`src/rtl/cpu_pkg.sv`:
```
// Shared CPU pipeline definitions.
// Exception cause codes and stage state names.
package cpu_pkg;

  localparam int EXC_CAUSE_W = 5;

  typedef logic [EXC_CAUSE_W-1:0] exc_cause_t;

  localparam exc_cause_t EXC_CAUSE_NONE = 5'd0;
  localparam exc_cause_t EXC_CAUSE_ADEL = 5'd4;
  localparam exc_cause_t EXC_CAUSE_ADES = 5'd5;

  typedef enum logic [1:0] {
    ST_EMPTY,
    ST_FULL,
    ST_SKID
  } stage_st_t;

endpackage

```
`src/rtl/pipe_stage_skid_if.sv`:
```
// Handshake bundle between two pipeline stages.
// master drives the upstream side, slave is the stage.
interface pipe_stage_skid_if #(
  parameter int DATA_W = 96,
  parameter int CTRL_W = 16,
  parameter int EXC_W  = 5
);

  logic              i_valid;
  logic              o_ready;
  logic [DATA_W-1:0] i_data;
  logic [CTRL_W-1:0] i_ctrl;
  logic [EXC_W-1:0]  i_exc_cause;
  logic              i_bad_addr;
  logic              i_dmem_we;
  logic              i_is_branch;
  logic              i_flush;
  logic              o_valid;
  logic              i_ready;
  logic [DATA_W-1:0] o_data;
  logic [CTRL_W-1:0] o_ctrl;
  logic [EXC_W-1:0]  o_exc_cause;
  logic              o_is_branch;
  logic              o_in_delay_slot;

  modport master (
    output i_valid, i_data, i_ctrl, i_exc_cause,
    output i_bad_addr, i_dmem_we, i_is_branch,
    output i_flush, i_ready,
    input  o_ready, o_valid, o_data, o_ctrl,
    input  o_exc_cause, o_is_branch, o_in_delay_slot
  );

  modport slave (
    input  i_valid, i_data, i_ctrl, i_exc_cause,
    input  i_bad_addr, i_dmem_we, i_is_branch,
    input  i_flush, i_ready,
    output o_ready, o_valid, o_data, o_ctrl,
    output o_exc_cause, o_is_branch, o_in_delay_slot
  );

endinterface

```
`src/rtl/pipe_slot.sv`:
```
// One storage slot of the skid stage.
// kill drops the entry and its control bits.
module pipe_slot
  import cpu_pkg::*;
#(
  parameter int DATA_W = 96,
  parameter int CTRL_W = 16,
  parameter int EXC_W  = 5
) (
  input  logic              clk,
  input  logic              resetn,
  input  logic              load,
  input  logic              clr,
  input  logic              kill,
  input  logic [DATA_W-1:0] d_data,
  input  logic [CTRL_W-1:0] d_ctrl,
  input  logic [EXC_W-1:0]  d_cause,
  input  logic              d_br,
  input  logic              d_ds,
  output logic              q_valid,
  output logic [DATA_W-1:0] q_data,
  output logic [CTRL_W-1:0] q_ctrl,
  output logic [EXC_W-1:0]  q_cause,
  output logic              q_br,
  output logic              q_ds
);

  // kill beats load beats clear; payload survives kill
  always_ff @(posedge clk or negedge resetn) begin
    if (!resetn) begin
      q_valid <= 1'b0;
      q_data  <= '0;
      q_ctrl  <= '0;
      q_cause <= EXC_W'(EXC_CAUSE_NONE);
      q_br    <= 1'b0;
      q_ds    <= 1'b0;
    end else if (kill) begin
      q_valid <= 1'b0;
      q_ctrl  <= '0;
    end else if (load) begin
      q_valid <= 1'b1;
      q_data  <= d_data;
      q_ctrl  <= d_ctrl;
      q_cause <= d_cause;
      q_br    <= d_br;
      q_ds    <= d_ds;
    end else if (clr) begin
      q_valid <= 1'b0;
    end
  end

endmodule

```
`src/rtl/pipe_stage_skid.sv`:
```
// Pipeline stage register with 2-entry skid buffer.
// Registered ready, flush, delay-slot and cause fold.
module pipe_stage_skid
  import cpu_pkg::*;
#(
  parameter int DATA_W = 96,
  parameter int CTRL_W = 16,
  parameter int EXC_W  = 5
) (
  input logic clk,
  input logic resetn,
  pipe_stage_skid_if.slave bus
);

  stage_st_t st;

  logic ready_q;
  logic trk_q;
  logic accept;
  logic rel;
  logic flush;

  logic m_load, m_clr, m_from_skid;
  logic s_load, s_clr;
  logic skid_nv;

  logic [EXC_W-1:0] cap_cause;

  logic              m_v, s_v;
  logic [DATA_W-1:0] m_data, s_data, m_d_data;
  logic [CTRL_W-1:0] m_ctrl, s_ctrl, m_d_ctrl;
  logic [EXC_W-1:0]  m_cause, s_cause, m_d_cause;
  logic              m_br, s_br, m_d_br;
  logic              m_ds, s_ds, m_d_ds;

  assign flush  = bus.i_flush;
  assign accept = bus.i_valid & ready_q & ~flush;
  assign rel    = m_v & bus.i_ready;

  // bad address overrides any upstream cause
  always_comb begin
    cap_cause = bus.i_exc_cause;
    if (bus.i_bad_addr)
      cap_cause = bus.i_dmem_we ? EXC_W'(EXC_CAUSE_ADES)
                                : EXC_W'(EXC_CAUSE_ADEL);
  end

  // state from slot valid bits; skid implies main
  always_comb begin
    st = ST_EMPTY;
    unique case (1'b1)
      m_v & s_v:  st = ST_SKID;
      m_v & ~s_v: st = ST_FULL;
      ~m_v:       st = ST_EMPTY;
    endcase
  end

  // slot load/clear decisions per state
  always_comb begin
    m_load      = 1'b0;
    m_clr       = 1'b0;
    m_from_skid = 1'b0;
    s_load      = 1'b0;
    s_clr       = 1'b0;
    unique case (st)
      ST_EMPTY: m_load = accept;
      ST_FULL: begin
        m_load = accept & rel;
        s_load = accept & ~rel;
        m_clr  = rel & ~accept;
      end
      ST_SKID: begin
        m_load      = rel;
        m_from_skid = rel;
        s_clr       = rel;
      end
      default: ;
    endcase
  end

  assign m_d_data  = m_from_skid ? s_data  : bus.i_data;
  assign m_d_ctrl  = m_from_skid ? s_ctrl  : bus.i_ctrl;
  assign m_d_cause = m_from_skid ? s_cause : cap_cause;
  assign m_d_br    = m_from_skid ? s_br    : bus.i_is_branch;
  assign m_d_ds    = m_from_skid ? s_ds    : trk_q;

  assign skid_nv = ~flush & (s_load | (s_v & ~s_clr));

  // ready and delay-slot tracker registers
  always_ff @(posedge clk or negedge resetn) begin
    if (!resetn) begin
      ready_q <= 1'b1;
      trk_q   <= 1'b0;
    end else begin
      ready_q <= ~skid_nv;
      if (flush)
        trk_q <= 1'b0;
      else if (accept)
        trk_q <= bus.i_is_branch;
    end
  end

  pipe_slot #(
    .DATA_W(DATA_W), .CTRL_W(CTRL_W), .EXC_W(EXC_W)
  ) u_main (
    .clk(clk), .resetn(resetn),
    .load(m_load), .clr(m_clr), .kill(flush),
    .d_data(m_d_data), .d_ctrl(m_d_ctrl),
    .d_cause(m_d_cause), .d_br(m_d_br), .d_ds(m_d_ds),
    .q_valid(m_v), .q_data(m_data), .q_ctrl(m_ctrl),
    .q_cause(m_cause), .q_br(m_br), .q_ds(m_ds)
  );

  pipe_slot #(
    .DATA_W(DATA_W), .CTRL_W(CTRL_W), .EXC_W(EXC_W)
  ) u_skid (
    .clk(clk), .resetn(resetn),
    .load(s_load), .clr(s_clr), .kill(flush),
    .d_data(bus.i_data), .d_ctrl(bus.i_ctrl),
    .d_cause(cap_cause), .d_br(bus.i_is_branch),
    .d_ds(trk_q),
    .q_valid(s_v), .q_data(s_data), .q_ctrl(s_ctrl),
    .q_cause(s_cause), .q_br(s_br), .q_ds(s_ds)
  );

  assign bus.o_ready         = ready_q;
  assign bus.o_valid         = m_v;
  assign bus.o_data          = m_data;
  assign bus.o_ctrl          = m_v ? m_ctrl : '0;
  assign bus.o_exc_cause     = m_cause;
  assign bus.o_is_branch     = m_v & m_br;
  assign bus.o_in_delay_slot = m_ds;

endmodule

```
`src/flat_wrapper.sv`:
```
// flat-port wrapper written by rule: the top's interface ports become plain ports
module pipe_stage_skid_flat import cpu_pkg::*;
#(
  parameter int DATA_W = 96,
  parameter int CTRL_W = 16,
  parameter int EXC_W  = 5
)
  (clk, resetn, bus_i_valid, bus_i_data, bus_i_ctrl, bus_i_exc_cause, bus_i_bad_addr, bus_i_dmem_we, bus_i_is_branch, bus_i_flush, bus_i_ready, bus_o_ready, bus_o_valid, bus_o_data, bus_o_ctrl, bus_o_exc_cause, bus_o_is_branch, bus_o_in_delay_slot);
  pipe_stage_skid_if #(.DATA_W(DATA_W), .CTRL_W(CTRL_W), .EXC_W(EXC_W)) bus_i ();
  input logic clk;
  input logic resetn;
  input wire logic [$bits(bus_i.i_valid)-1:0] bus_i_valid;
  input wire logic [$bits(bus_i.i_data)-1:0] bus_i_data;
  input wire logic [$bits(bus_i.i_ctrl)-1:0] bus_i_ctrl;
  input wire logic [$bits(bus_i.i_exc_cause)-1:0] bus_i_exc_cause;
  input wire logic [$bits(bus_i.i_bad_addr)-1:0] bus_i_bad_addr;
  input wire logic [$bits(bus_i.i_dmem_we)-1:0] bus_i_dmem_we;
  input wire logic [$bits(bus_i.i_is_branch)-1:0] bus_i_is_branch;
  input wire logic [$bits(bus_i.i_flush)-1:0] bus_i_flush;
  input wire logic [$bits(bus_i.i_ready)-1:0] bus_i_ready;
  output wire logic [$bits(bus_i.o_ready)-1:0] bus_o_ready;
  output wire logic [$bits(bus_i.o_valid)-1:0] bus_o_valid;
  output wire logic [$bits(bus_i.o_data)-1:0] bus_o_data;
  output wire logic [$bits(bus_i.o_ctrl)-1:0] bus_o_ctrl;
  output wire logic [$bits(bus_i.o_exc_cause)-1:0] bus_o_exc_cause;
  output wire logic [$bits(bus_i.o_is_branch)-1:0] bus_o_is_branch;
  output wire logic [$bits(bus_i.o_in_delay_slot)-1:0] bus_o_in_delay_slot;
  assign bus_i.i_valid = bus_i_valid;
  assign bus_i.i_data = bus_i_data;
  assign bus_i.i_ctrl = bus_i_ctrl;
  assign bus_i.i_exc_cause = bus_i_exc_cause;
  assign bus_i.i_bad_addr = bus_i_bad_addr;
  assign bus_i.i_dmem_we = bus_i_dmem_we;
  assign bus_i.i_is_branch = bus_i_is_branch;
  assign bus_i.i_flush = bus_i_flush;
  assign bus_i.i_ready = bus_i_ready;
  assign bus_o_ready = bus_i.o_ready;
  assign bus_o_valid = bus_i.o_valid;
  assign bus_o_data = bus_i.o_data;
  assign bus_o_ctrl = bus_i.o_ctrl;
  assign bus_o_exc_cause = bus_i.o_exc_cause;
  assign bus_o_is_branch = bus_i.o_is_branch;
  assign bus_o_in_delay_slot = bus_i.o_in_delay_slot;
  pipe_stage_skid #(.DATA_W(DATA_W), .CTRL_W(CTRL_W), .EXC_W(EXC_W)) u_core (.clk(clk), .resetn(resetn), .bus(bus_i));
endmodule
```
`config.mk`:
```
export PLATFORM = sky130hd
export DESIGN_NAME = pipe_stage_skid_flat
export DESIGN_NICKNAME = d
export VERILOG_FILES = /design/src/rtl/cpu_pkg.sv /design/src/rtl/pipe_stage_skid_if.sv /design/src/rtl/pipe_slot.sv /design/src/rtl/pipe_stage_skid.sv /design/src/flat_wrapper.sv
export SDC_FILE = /design/constraint.sdc
export NUM_CORES = 1
export LEC_CHECK = 0
export ABC_AREA = 1
export ABC_CLOCK_PERIOD_IN_PS = 1600
export CORE_MARGIN = 2
export CORE_UTILIZATION = 51
export CTS_CLUSTER_SIZE = 14
export DETAILED_ROUTE_END_ITERATION = 10
export GPL_TIMING_DRIVEN = 0
export PLACE_DENSITY_LB_ADDON = 0.12
export SETUP_SLACK_MARGIN = 0.02
export SKIP_CTS_REPAIR_TIMING = 1
export SYNTH_ARGS = -nofsm -noshare
export SYNTH_HDL_FRONTEND = slang
export SYNTH_SLANG_ARGS = --single-unit
```
`constraint.sdc`:
```
create_clock -name clk -period 1.6 [get_ports clk]
set_input_delay 0.16 -clock clk [delete_from_list [all_inputs] [get_ports clk]]
set_output_delay 0.16 -clock clk [all_outputs]
set_load 0.05 [all_outputs]
```
# == Word-level counts from Yosys, hierarchy flattened ==
# Index checks and enable logic that the tools add are counted.
# word_totals
mem_count,0
word_cells,68
regBits,242
latchBits,0
out_inout_bits,121
ram_bits,0
in_bits,125
rom_bits,0
# op_classes
div_mod_pow,0
muxes,25
reduce_logical,8
n_eq_ne,2
n_mul,0
n_addsub,0
shifts,0
order_cmp,0
bitwise_logic,19
# ops
op,count
2-to-1 mux 16 bit,6
2-to-1 mux 96 bit,1
2-to-1 mux 1 bit,14
bitwise AND 1 bit,11
2-to-1 mux 5 bit,2
inverter 1 bit,7
one-hot mux 2 bit (3 select lines),1
nonzero test 2 bit,3
nonzero test 3 bit,2
AND reduction 2 bit,2
one-hot mux 1 bit (3 select lines),1
== test 2 x 1 -> 1 bit (second input constant),1
== test 2 bit (second input constant),1
logical NOT 2 bit,1
bitwise OR 1 bit,1

# == Longest topological paths before layout ==
# logic_depth
word_depth,10
depth_mapped,9
depth_no_buf,7

# == By module ==
# Synthesis repeated with hierarchy kept, for this count alone.
# hier_totals
hier_cells,1493
area_unflattened_um2,11218.3
# modules_own_cells
mod,cells_each,area_per_inst_um2,seq_area_each_um2,instances
pipe_slot,521,4719.5,3002.9,2
pipe_stage_skid,451,1779.2,51.3,1

# == Least setup slack after synthesis ==
# No wires, ideal clock.
# synth_path
path_kind,flip-flop to output port
from,register u_core.u_main.q_valid
to,output port bus_o_ctrl[10]
path_buffers,2
t_required_ns,1.440
arrival_ns,1.553
stages_incl_launch_ff,5
setup_slack_ns,-0.113
cell_sequence,dfrtp_1 > buf_4 > clkbuf_1 > nand2_1 > inv_1
# synth_between
elab_chain_len,1
# synth_lines
element,line_no,rtl
"start, declared",pipe_slot.sv:20,"output logic q_valid,"
"start signal, assigned",pipe_slot.sv:31,q_valid <= 1'b0;
"start signal, assigned",pipe_slot.sv:38,q_valid <= 1'b0;
"start signal, assigned",pipe_slot.sv:41,q_valid <= 1'b1;
2-to-1 mux 16 bit,pipe_stage_skid.sv:129,assign bus.o_ctrl = m_v ? m_ctrl : '0;
"end, declared",flat_wrapper.sv:24,output wire logic [$bits(bus_i.o_ctrl)-1:0] bus_o_ctrl;
# Every way passes these cells.

# == Worst setup path after layout ==
# layout_path
from,register u_core.u_main.q_valid
to,output port bus_o_ctrl[15]
# Same word-level chain as after synthesis.

==> results.md <==
- WP data required: 1.44 ns
- Gr ovfl total: 0
- Minimum clock period: 1.81 ns
- Slowest stage delay, CP: 0.45 ns
- Status: complete, but fails checks
- Gr usage total: 26.3%
- Final WL: 32.9 mm
- Max-cap violation count: 0
- TritonCTS Buffers: 26
- Std-Cell Rows: 54
- Bufs on Longest Clock Path: 3
- # H-tree levels: 1
- IR drop worst, VDD: 0.834 mV
- Synth Cell Area: 11100 um^2
- Clk sinks: 242
- R2r endpoint: u_core.u_skid.q_data[41]$_DFFE_PN0P_
- Clock latency on the worst-skew pair: 0.52 ns
- Reg-to-reg slack, setup: -0.15 ns
- FF-to-FF Start: u_core.u_main.q_valid$_DFFE_PN0P_
- Final Cell Area: 16100 um^2
- Layout cell share with drive strength beyond 1: 12.0%
- Syn_area_per_cell: 7.54 um^2
- Yosys cell types: 20
- Final setup viols: 179
- Synth Register Bits: 242
- Relative slew slack: 38.6%
- Wire length per cell: 15.8 um
- Cells after DPL: 2002
- CP Cell Sequence: buf_4, clkbuf_16, buf_4, nand2_2, inv_2, buf_8
- Vias per Instance: 5.11
- Cell Area, Placed: 14000 um^2
- HPWL after DPL: 20.8 mm
- First DRT Iteration DRCs: 827
- Final setup skew: 0.0112 ns
- Core area: 21600 um^2
- Final worst slack: -0.207 ns
- RD Place Congestion: 0.849
- Max Clk Rate: 554 MHz
- CTS tree: yes
- Area added between synthesis and finish: 44.5%
- Final hold viol count: 120
- Syn nets: 1601
- Most frequent cells in the layout: nand2_1 (925), dfrtp_1 (239), nand3_1 (152), clkdlybuf4s50_1 (123), dlymetal6s2s_1 (102)
- Register area share after synthesis: 54.4%
- Power Total: 0.0202 W
- Ports: 246
- CP max-delay cell: dfrtp_2
- Worst-Margin Slew: 0.922 ns
- Die height: 152 um
- Nets: 1901
- Clock Pin Slew Worst Setup and Hold Paths: 0.06 ns
- Die area: 23000 um^2
- Finished Layout Cells: 2076
- Worst-path fanout max: 5
- Period utilization: 113%
- Critical path class: flop to primary output
- Number of global-route vias before repair: 9583
- Clk root buf: clkbuf_16
- Antenna-violating nets left: 0
- Top delay family on crit path: buffers and inverters
- DRC: 0
- Hold Crit Class: input port to asynchronous set/reset pin
- Critical path launch point type: flop
- Die X: 152 um
- Ant diodes: 0
- Worst R2R Path Depth: 9
- Pin count of the biggest net entering global routing: 123
- CP endpoint kind: primary output
- Initial antenna violation count: 0
- Final Slew Violations: 0
- Data arrival time of the critical path: 1.65 ns
- Most common cell after layout, fill and taps aside: nand2_1
- Failing checks: negative hold slack, negative setup slack
- Initial core utilization: 51.5%
- First-pass GRT wire length: 48.3 mm
- Unrepaired setup endpoints after global routing: true
- Cell leakage power: 9.83 nW
- Power Density: 1260 nW/um^2
- Synth warn: 0
- Hold_ws: -0.301 ns
- Setup TNS: -8.41 ns
- DRT Pass-1 Iters: 8
- Cell count after synthesis: 1476
- Via Count: 10600
- Bufs and invs on worst path: 5
- Most Frequent Cell on Critical Path: buf_4
- Port Buffers: 245
## final cells by class
class	count	area, um^2
inverters	27	101
flip-flops and latches	242	6060
plain buffers	95	902
clock buffers	42	782
fillers	1612	5540
multi-input cells	1112	4550
clock inverters	6	86.3
well taps	280	350
repair buffers	272	3250
## per-layer routing
layer,vias up,GRT usage [%],part of all wire [%]
met3,64,4.07,7.7
met1,4999,37.3,42
li1,5141,-,-
met4,0,7.69,2.5
met5,-,0,0
met2,414,42.3,48
## flip-flops by register name, indices dropped and copies added (netlist names)
signal                 cells
u_core.u_main.q_ds         1
u_core.u_main.q_ctrl      16
u_core.u_main.q_br         1
u_core.u_skid.q_br         1
u_core.u_skid.q_cause      5
u_core.trk_q               1
u_core.u_skid.q_data      96
u_core.u_skid.q_valid      1
u_core.bus.o_ready         1
u_core.u_main.q_data      96
u_core.u_main.q_valid      1
u_core.u_main.q_cause      5
u_core.u_skid.q_ds         1
u_core.u_skid.q_ctrl      16
## worst max path at each step
stage | slack (ns) | depth (start not counted) | start | endpoint
floorplan | 0.02 | 7 | u_core.bus.o_ready$_DFF_PN1_ | u_core.u_skid.q_br$_DFFE_PN0P_
global route | -0.24 | 6 | u_core.u_main.q_valid$_DFFE_PN0P_ | bus_o_ctrl[4]
global placement | -10.88 | 1 | resetn | u_core.u_main.q_valid$_DFFE_PN0P_
finish | -0.21 | 6 | u_core.u_main.q_valid$_DFFE_PN0P_ | bus_o_ctrl[15]
CTS | -0.98 | 5 | u_core.u_main.q_valid$_DFFE_PN0P_ | bus_o_ctrl[11]
detailed placement | -0.43 | 5 | u_core.u_main.q_valid$_DFFE_PN0P_ | bus_o_ctrl[9]
## metrics by stage
stage                     hold WS, ns  util, %  setup WS [ns]
after floorplan                -0.136        -         0.0228
after global placement          0.453     64.4         -10.88
after detailed placement        0.308     64.6         -0.432
after CTS                      -0.239     68.6         -0.985
after global routing           -0.202     74.4         -0.238
final                          -0.301     74.4         -0.207
## power breakdown
part | leakage [nW] | internal (W) | switching, W | total (W)
registers | 3.09 | 0.00745 | 0.000725 | 0.00817
logic | 6.32 | 0.00209 | 0.00380 | 0.00590
clock network | 0.421 | 0.00366 | 0.00246 | 0.00612
total | 9.83 | 0.0132 | 0.00699 | 0.0202
## cells by family after synthesis
family	after synthesis	share of synthesized area (%)
AO/OA/AOI/OAI	6	0.371
buffers and inverters	122	5.98
flip-flops	242	54.4
AND/OR/NAND/NOR	1106	39.2
## synth_stat cells
cell / n / area [um^2]
nor2_2: 2 / 12.5
o31ai_1: 1 / 7.51
dfrtp_1: 241 / 6030
nor2_1: 5 / 18.8
a211oi_1: 1 / 7.51
a31oi_1: 2 / 12.5
nand2_2: 1 / 6.26
a21oi_2: 1 / 8.76
nand3_1: 152 / 761
buf_1: 8 / 30.0
clkbuf_1: 17 / 63.8
nand2_1: 943 / 3540
or2_2: 1 / 6.26
inv_2: 4 / 15.0
inv_1: 23 / 86.3
buf_2: 22 / 110
buf_4: 48 / 360
nand3_2: 2 / 20.0
dfstp_2: 1 / 26.3
o21ai_0: 1 / 5.00
No activity file was read; power rests on OpenSTA's default activity.
